File: config.mk
export PLATFORM = sky130hd
export DESIGN_NAME = dist_calc_scheduler
export DESIGN_NICKNAME = d
export VERILOG_FILES = /design/src/rtl/dc_pkg.sv /design/src/rtl/rr_arbiter.sv /design/src/rtl/dist_calc_scheduler.sv
export SDC_FILE = /design/constraint.sdc
export NUM_CORES = 1
export LEC_CHECK = 0
export ABC_AREA = 1
export ABC_CLOCK_PERIOD_IN_PS = 3770
export BUFFER_PORTS_ARGS = -buffer_cell sky130_fd_sc_hd__buf_2
export CAP_MARGIN = 20
export CORE_ASPECT_RATIO = 1.1
export CORE_MARGIN = 2
export CORE_UTILIZATION = 52
export DETAILED_ROUTE_END_ITERATION = 10
export MAX_ROUTING_LAYER = met4
export PLACE_DENSITY = 0.86
export REMOVE_ABC_BUFFERS = 1
export SETUP_SLACK_MARGIN = 0.5
export SKIP_CTS_REPAIR_TIMING = 1
export SLEW_MARGIN = 20
export SYNTH_ARGS = -nofsm -noshare
export SYNTH_HDL_FRONTEND = slang
export SYNTH_SLANG_ARGS = --single-unit
File: constraint.sdc
create_clock -name clk -period 3.77 [get_ports clk]
set_input_delay 0.754 -clock clk [delete_from_list [all_inputs] [get_ports clk]]
set_output_delay 0.754 -clock clk [all_outputs]
set_load 0.03 [all_outputs]
File: src/rtl/dc_pkg.sv
// rtl/dc_pkg.sv - shared FSM state type and width defaults for the distance-calculator scheduler
package dc_pkg;

    localparam int DC_WORD_WIDTH = 8;
    localparam int DC_DIST_WIDTH = 7;

    typedef enum logic [2:0] {
        ST_IDLE  = 3'd0,
        ST_GRANT = 3'd1,
        ST_RUN   = 3'd2,
        ST_DRAIN = 3'd3,
        ST_RESP  = 3'd4
    } dc_state_t;

endpackage

File: src/rtl/rr_arbiter.sv
// rtl/rr_arbiter.sv - combinational round-robin pick: first requester at or above ptr, with wrap
module rr_arbiter #(
    parameter int NUM_REQ  = 4,
    parameter int ID_WIDTH = 2
) (
    input  logic [NUM_REQ-1:0]  req,
    input  logic [ID_WIDTH-1:0] ptr,
    output logic [NUM_REQ-1:0]  grant,
    output logic [ID_WIDTH-1:0] idx
);

    localparam logic [ID_WIDTH:0] N_W = (ID_WIDTH+1)'(NUM_REQ);

    logic [ID_WIDTH:0] cand;
    logic              found;

    // One extra bit on cand so ptr+off never overflows before the wrap subtraction.
    always_comb begin
        grant = '0;
        idx   = '0;
        found = 1'b0;
        cand  = '0;
        for (int off = 0; off < NUM_REQ; off++) begin
            cand = {1'b0, ptr} + (ID_WIDTH+1)'(off);
            if (cand >= N_W) begin
                cand = cand - N_W;
            end
            if (!found && req[cand[ID_WIDTH-1:0]]) begin
                found                      = 1'b1;
                grant[cand[ID_WIDTH-1:0]]  = 1'b1;
                idx                        = cand[ID_WIDTH-1:0];
            end
        end
    end

endmodule

File: src/rtl/dist_calc_scheduler.sv
// rtl/dist_calc_scheduler.sv - shares one DistCalc engine between NUM_REQ requesters, one job in flight
module dist_calc_scheduler
    import dc_pkg::*;
#(
    parameter int WORD_WIDTH = DC_WORD_WIDTH,
    parameter int DIST_WIDTH = DC_DIST_WIDTH,
    parameter int NUM_REQ    = 4,
    parameter int TIMEOUT    = 255,
    parameter int ID_WIDTH   = 2
) (
    input  logic                           clk,
    input  logic                           reset_n,
    input  logic [WORD_WIDTH-1:0]          cfg_ke_width,
    input  logic [WORD_WIDTH-1:0]          cfg_of_width,
    input  logic [WORD_WIDTH-1:0]          cfg_stride,
    input  logic [NUM_REQ-1:0]             req_valid,
    output logic [NUM_REQ-1:0]             req_ready,
    input  logic [NUM_REQ*WORD_WIDTH-1:0]  req_idx1,
    input  logic [NUM_REQ*WORD_WIDTH-1:0]  req_idx2,
    output logic                           rsp_valid,
    input  logic                           rsp_ready,
    output logic [ID_WIDTH-1:0]            rsp_id,
    output logic [DIST_WIDTH-1:0]          rsp_dist,
    output logic                           rsp_exception,
    output logic                           rsp_timeout,
    output logic                           eng_enable,
    output logic [WORD_WIDTH-1:0]          eng_ke_width,
    output logic [WORD_WIDTH-1:0]          eng_of_width,
    output logic [WORD_WIDTH-1:0]          eng_stride,
    output logic [WORD_WIDTH-1:0]          eng_idx1,
    output logic [WORD_WIDTH-1:0]          eng_idx2,
    input  logic                           eng_valid,
    input  logic                           eng_exception,
    input  logic [DIST_WIDTH-1:0]          eng_dist,
    output logic                           busy
);

    localparam int                  TW      = (TIMEOUT < 1) ? 1 : $clog2(TIMEOUT + 1);
    localparam logic [TW:0]         TO_LIM  = (TW+1)'(TIMEOUT);
    localparam logic [TW-1:0]       TO_MAX  = '1;
    localparam logic [ID_WIDTH-1:0] LAST_ID = ID_WIDTH'(NUM_REQ - 1);

    dc_state_t            state, state_nxt;
    logic [ID_WIDTH-1:0]  rr_ptr;
    logic [ID_WIDTH-1:0]  winner;
    logic [NUM_REQ-1:0]   winner_oh;
    logic [NUM_REQ-1:0]   arb_grant;
    logic [ID_WIDTH-1:0]  arb_idx;
    logic [TW-1:0]        to_cnt;
    logic                 to_hit;

    rr_arbiter #(
        .NUM_REQ  (NUM_REQ),
        .ID_WIDTH (ID_WIDTH)
    ) u_arb (
        .req   (req_valid),
        .ptr   (rr_ptr),
        .grant (arb_grant),
        .idx   (arb_idx)
    );

    // Fires in the TIMEOUT-th RUN cycle, so enable is held exactly TIMEOUT cycles on a hang.
    assign to_hit = (TIMEOUT != 0) && (({1'b0, to_cnt} + 1'b1) == TO_LIM);

    always_ff @(posedge clk or negedge reset_n) begin
        if (!reset_n) begin
            state <= ST_IDLE;
        end else begin
            state <= state_nxt;
        end
    end

    always_comb begin
        state_nxt  = ST_IDLE;
        req_ready  = '0;
        eng_enable = 1'b0;
        rsp_valid  = 1'b0;
        busy       = 1'b1;
        case (state)
            ST_IDLE: begin
                busy      = 1'b0;
                state_nxt = (|req_valid) ? ST_GRANT : ST_IDLE;
            end
            ST_GRANT: begin
                req_ready = winner_oh;
                state_nxt = ST_RUN;
            end
            ST_RUN: begin
                eng_enable = 1'b1;
                state_nxt  = (eng_valid || to_hit) ? ST_DRAIN : ST_RUN;
            end
            ST_DRAIN: begin
                state_nxt = eng_valid ? ST_DRAIN : ST_RESP;
            end
            ST_RESP: begin
                rsp_valid = 1'b1;
                state_nxt = rsp_ready ? ST_IDLE : ST_RESP;
            end
            default: begin
                state_nxt = ST_IDLE;
            end
        endcase
    end

    always_ff @(posedge clk or negedge reset_n) begin
        if (!reset_n) begin
            rr_ptr        <= '0;
            winner        <= '0;
            winner_oh     <= '0;
            to_cnt        <= '0;
            eng_ke_width  <= '0;
            eng_of_width  <= '0;
            eng_stride    <= '0;
            eng_idx1      <= '0;
            eng_idx2      <= '0;
            rsp_id        <= '0;
            rsp_dist      <= '0;
            rsp_exception <= 1'b0;
            rsp_timeout   <= 1'b0;
        end else begin
            case (state)
                ST_IDLE: begin
                    if (|req_valid) begin
                        winner    <= arb_idx;
                        winner_oh <= arb_grant;
                    end
                end
                ST_GRANT: begin
                    eng_idx1     <= req_idx1[winner*WORD_WIDTH +: WORD_WIDTH];
                    eng_idx2     <= req_idx2[winner*WORD_WIDTH +: WORD_WIDTH];
                    eng_ke_width <= cfg_ke_width;
                    eng_of_width <= cfg_of_width;
                    eng_stride   <= cfg_stride;
                    rr_ptr       <= (winner == LAST_ID) ? '0 : winner + 1'b1;
                    to_cnt       <= '0;
                end
                ST_RUN: begin
                    if (to_cnt != TO_MAX) begin
                        to_cnt <= to_cnt + 1'b1;
                    end
                    if (eng_valid) begin
                        rsp_id        <= winner;
                        rsp_dist      <= eng_dist;
                        rsp_exception <= eng_exception;
                        rsp_timeout   <= 1'b0;
                    end else if (to_hit) begin
                        rsp_id        <= winner;
                        rsp_dist      <= '0;
                        rsp_exception <= 1'b0;
                        rsp_timeout   <= 1'b1;
                    end
                end
                default: begin
                end
            endcase
        end
    end

endmodule
* After elaboration in Yosys (flattened, before gate mapping)
Cells that the tools add are included.
** Operators by class
- Add/subtract/negate cells :: 10
- Magnitude comparators :: 12
- Equality and inequality tests :: 8
- Shift-type cells :: 2
- Mux-type cells :: 51
- Bitwise logic cells :: 3
- Reduce and logical (&&, ||, !) cells :: 18
** Operators with widths (count)
- indexed part select 32 x 6 -> 8 bit :: 2
- 2-to-1 mux 2 bit :: 11
- 2-to-1 mux 1 bit :: 20
- 2-to-1 mux 4 bit :: 5
- one-hot mux 8 bit (2 select lines) :: 1
- one-hot mux 3 bit (5 select lines) :: 1
- 2-to-1 mux 7 bit :: 2
- < comparator 2 x 3 -> 1 bit, second input constant :: 4
- bitwise OR 4 bit :: 3
- adder 8 x 1 -> 9 bit, second input constant :: 1
- equality test 9 x 8 -> 1 bit, second input constant :: 1
- greater-or-equal comparator 3 bit, second input constant :: 3
- adder 8 x 1 -> 8 bit, second input constant :: 1
- binary-select mux 1 bit (select 2 bit) :: 4
- demux 1 bit (select 2 bit) :: 4
- greater-or-equal comparator 2 x 1 -> 1 bit, second input constant :: 4
- 2-to-1 mux 8 bit :: 1
- inequality test 8 bit, second input constant :: 1
- subtractor 2 x 1 -> 2 bit, second input constant :: 4
- logical AND 1 bit :: 7
- adder 2 x 2 -> 3 bit, second input constant :: 2
- equality test 3 x 2 -> 1 bit, second input constant :: 2
- 2-to-1 mux 3 bit :: 2
- AND reduction 2 bit :: 3
- other kinds (12) :: 15
** Storage, ports and cells
- Register bits :: 70
- Bits of input ports :: 104
- Output and inout port bits :: 58
- Word-level logic and storage cells :: 118

* Longest topological paths before layout
- Depth after elaboration :: 14
- Gate-level depth with buffers :: 12
- Gate-level depth less buffers :: 12

* Modules after synthesis
Synthesis repeated with hierarchy kept, for this count alone.
** Unflattened totals
- Cells, all modules :: 512
- Area total of the unflattened synthesis :: 3883.7 um2
** Modules (own cells, without submodules)
- dist_calc_scheduler :: times used 1, cells an instance 439, area an instance 3444.6 um2, seq. area each 1751.7 um2
- rr_arbiter :: times used 1, cells an instance 73, area an instance 439.2 um2, seq. area each 0.0 um2

* Worst setup path before layout
Ideal clock, no wire load.
- Path type :: register to output
- Start point :: register state[2]
- End point :: output req_ready[0]
- Arrival :: 1.310 ns
- Data required time :: 3.016 ns
- Setup slack :: 1.706 ns
- Stages on the path, launching flop included :: 5
- Buffers on the path :: 1
- Cells stage by stage :: dfrtp_1 -> nor2_1 -> nand2_2 -> clkbuf_1 -> nor2_1
** Between the ends
- Word-level cells in the longest chain between the ends :: 2
** Ends and longest elaborated chain
- start: declaration :: RTL line dist_calc_scheduler.sv:43 : dc_state_t state, state_nxt;
- start signal: assignment :: RTL line dist_calc_scheduler.sv:69 : state <= state_nxt;
- equality test 3 x 1 -> 1 bit :: RTL line dist_calc_scheduler.sv:79 : case (state)
- 2-to-1 mux 4 bit :: RTL line dist_calc_scheduler.sv:79
- end: declaration :: RTL line dist_calc_scheduler.sv:17 : output logic [NUM_REQ-1:0] req_ready,
Every way passes these cells.

* Worst setup path after layout
- Start point :: register state[2]
- End point :: output req_ready[1]
The elaborated chain is that of the path after synthesis.

==> flow_metrics.tcl <==
set metrics [dict create \
    status "finished clean" \
    die_x_um 86.0 \
    power_density_mw_per_mm2 923 \
    drt-total-wl_um 10100 \
    ys_async_sr_fraction_pct 100 \
    grt_util_met3_pct 3.95 \
    die_area_sq_mm 0.00809 \
    cts_buffer_depth 2 \
    period_share_pct 67.3 \
    grt_overflow 0 \
    clock_latency_ps 340 \
    synthToLayoutAreaGrowth_pct 26.6 \
    total_power_uw 4490 \
    timing.rr.start "state[2]" \
    crit_cells 4 \
    yosys-top-cells-area "dfrtp_1 46%, nand2_1 14%, nor2_1 11%" \
    yosys.area.top_type "dfrtp_1" \
    core_area_sq_mm 0.00709 \
    crit_path_cell_trace "nor2_1, nand2_2, nor2_1, buf_2" \
    drcViolationCount 0 \
    ant_nets 0 \
    rsz0062_at_grt "false" \
    grt_pass1_vias 3903 \
    setup_tns_ps 0 \
    r2r_slack_ps 1560 \
    grt_pass1_wl_um 16800 \
    yosysUniqueCellTypes 29 \
    skew_ps 11.9 \
    synth_edf_count 0 \
    final_area_sq_mm 0.00486 \
    synth_flop_cell "dfrtp_1" \
    crit_type "reg2out" \
    h-tree-depth 3 \
    numPortBuffers 161 \
    critPathMostFrequentCell "nor2_1" \
    rows 32 \
    cts_tree "done" \
    worstSetupStartpointType "register" \
    placed_cell_area_sq_mm 0.00466 \
    met2_usage_pct 47.0 \
    worst_path_max_delay_cell "dfrtp_1" \
    clkTransAtPathRegs_ps 70 \
    layout.cells.non_filler 758 \
    gp_congestion 0.954 \
    grt_usage_pct 26.7 \
    arrival_ps 1780 \
    fin_crit_ps 2540 \
    drtIter0Drc 267 \
    r2r_end "eng_idx2[5]" \
    netlist_area_sq_mm 0.00384 \
    p_leak_uw 0.00263 \
    slew_headroom_pct 47.5 \
    ys_seq_area_share_pct 45.6 \
    grt_busiest_layer "met2" \
    worst_pin_slew_ps 787 \
    wire_per_inst_um 13.3 \
    hold_viol 0 \
    path_buf_inv 1 \
    drtPass1Iterations 5 \
    start_util_pct 54.2 \
    ios 162 \
    via_per_inst 5.21 \
    max_freq_mhz 394 \
    synth_top_area_share_pct 45.6 \
    crit_path_end_kind "output pin" \
    grt_max_degree 56 \
    placedCellCount 741 \
    fp.dieH_um 94.2 \
    drv_slew 0 \
    root_buffer "clkbuf_8" \
    synth-warning-count 0 \
    netlist_instances 514 \
    required_ps 3020 \
    fin_nets 778 \
    synth-seq-cells 70 \
    vdd_drop_max_v 0.000412 \
    grtUsageMet1_pct 31.0 \
    cp_top_family "simple AND/OR/NAND/NOR gates" \
    cts_buffers 9 \
    r2r_cells 5 \
    syn_avg_cell_area_sq_um 7.48 \
    drive_gt1_share_pct 31.3 \
    antenna_found_initial 0 \
    cts.sinks 70 \
    hpwl_um 7540 \
    slowest_delay_ps 440 \
    setup_viol_count_final 0 \
    vias 3946 \
    hold_class "in2async" \
    cp_max_fo 37 \
    cap_viol_max_count 0 \
]
==> where the power goes <==
| part | internal (uW) | switching [uW] |
|---|---|---|
| sequential | 1090 | 269 |
| clock | 325 | 281 |
| combinational | 757 | 1770 |
==> worst register-to-register path, stage by stage, from the launching register on <==
cell	delay [ps]
dfrtp_1	440
nor2_1	80
nand2_2	510
clkinv_1	440
buf_4	380
a31oi_1	270
==> area by class of cell <==
class / count / area, sq um
Antenna cell: 1 / 2.50
Inverter: 37 / 141
Timing Repair Buffer: 164 / 828
Tap cell: 85 / 106
Clock buffer: 11 / 141
Multi-Input combinational cell: 385 / 1840
Fill cell: 590 / 2220
Sequential cell: 70 / 1750
Clock inverter: 5 / 57.6
==> cells by family (layout without fill, tap and decap cells) <==
family / after synthesis / in the layout / synth area share (%)
xor+xnor: 2 / 2 / 0.456
flops: 70 / 70 / 45.6
buf+inv: 59 / 217 / 6.64
fa+ha+maj: 7 / 7 / 2.28
compound gates: 67 / 67 / 9.70
other cells: 0 / 1 / 0
simple gates: 309 / 309 / 35.3
==> flip-flops by register name, indices dropped and copies added, names as in the netlist <==
register / flops
eng_idx1: 8
eng_idx2: 8
eng_ke_width: 8
eng_of_width: 8
eng_stride: 8
rr_ptr: 2
rsp_dist: 7
rsp_exception: 1
rsp_id: 2
rsp_timeout: 1
state: 3
to_cnt: 8
winner: 2
winner_oh: 4
==> stage by stage <==
stage | hold slack (ps) | setup WS (ps) | util [%]
6_report | 320 | 1230 | 68.6
3_3_place_gp | 458 | 1630 | 65.8
4_1_cts | 320 | 1190 | 68.6
5_1_grt | 346 | 1050 | 68.6
3_5_place_dp | 464 | 1540 | 65.8
2_1_floorplan | 458 | 1660 | -
==> worst max-delay path by stage <==
| stage | from | slack, ps | endpoint |
|---|---|---|---|
| after floorplan | state[2] | 1660 | eng_idx1[0] |
| after global routing | state[2] | 1050 | req_ready[1] |
| after CTS | state[2] | 1190 | req_ready[1] |
| after global placement | state[2] | 1630 | req_ready[2] |
| after detailed placement | state[2] | 1540 | eng_idx2[5] |
| final | state[2] | 1230 | req_ready[1] |
==> layer usage <==
layer  share of wire [%]  wire [um]
met1                  41       4160
met2                  52       5210
met3                 5.2        529
met4                 1.8        178
met5                   0          0
==> placed cells by master (no fill, tap or decap), drive strengths merged <==
master and instances:
xor2 1, a31oi 16, o22ai 3, dfrtp 70
diode 1, inv 37, o31ai 1, nor2 115
buf 164, o21ai 41, xnor2 1, nand4 9
a21oi 6, clkinv 4, nand3 36, bufinv 1
nand2 147, clkbuf 11, ha 7, nor3 2
==> synthesized netlist by cell type (3+ instances only) <==
cell      number
nand3_1       24
nand4_1        8
a31oi_1       16
clkbuf_1       9
a21oi_1        6
o21ai_1        3
o22ai_1        3
buf_1          3
nor2_1       110
nand3_2       12
o21ai_0       37
buf_6          3
nand2_2        6
nor2_2         4
inv_2          4
nand2_1      141
inv_1         32
dfrtp_1       70
buf_2          7
ha_1           7
Note: power is estimated with default switching activity, not from simulation.
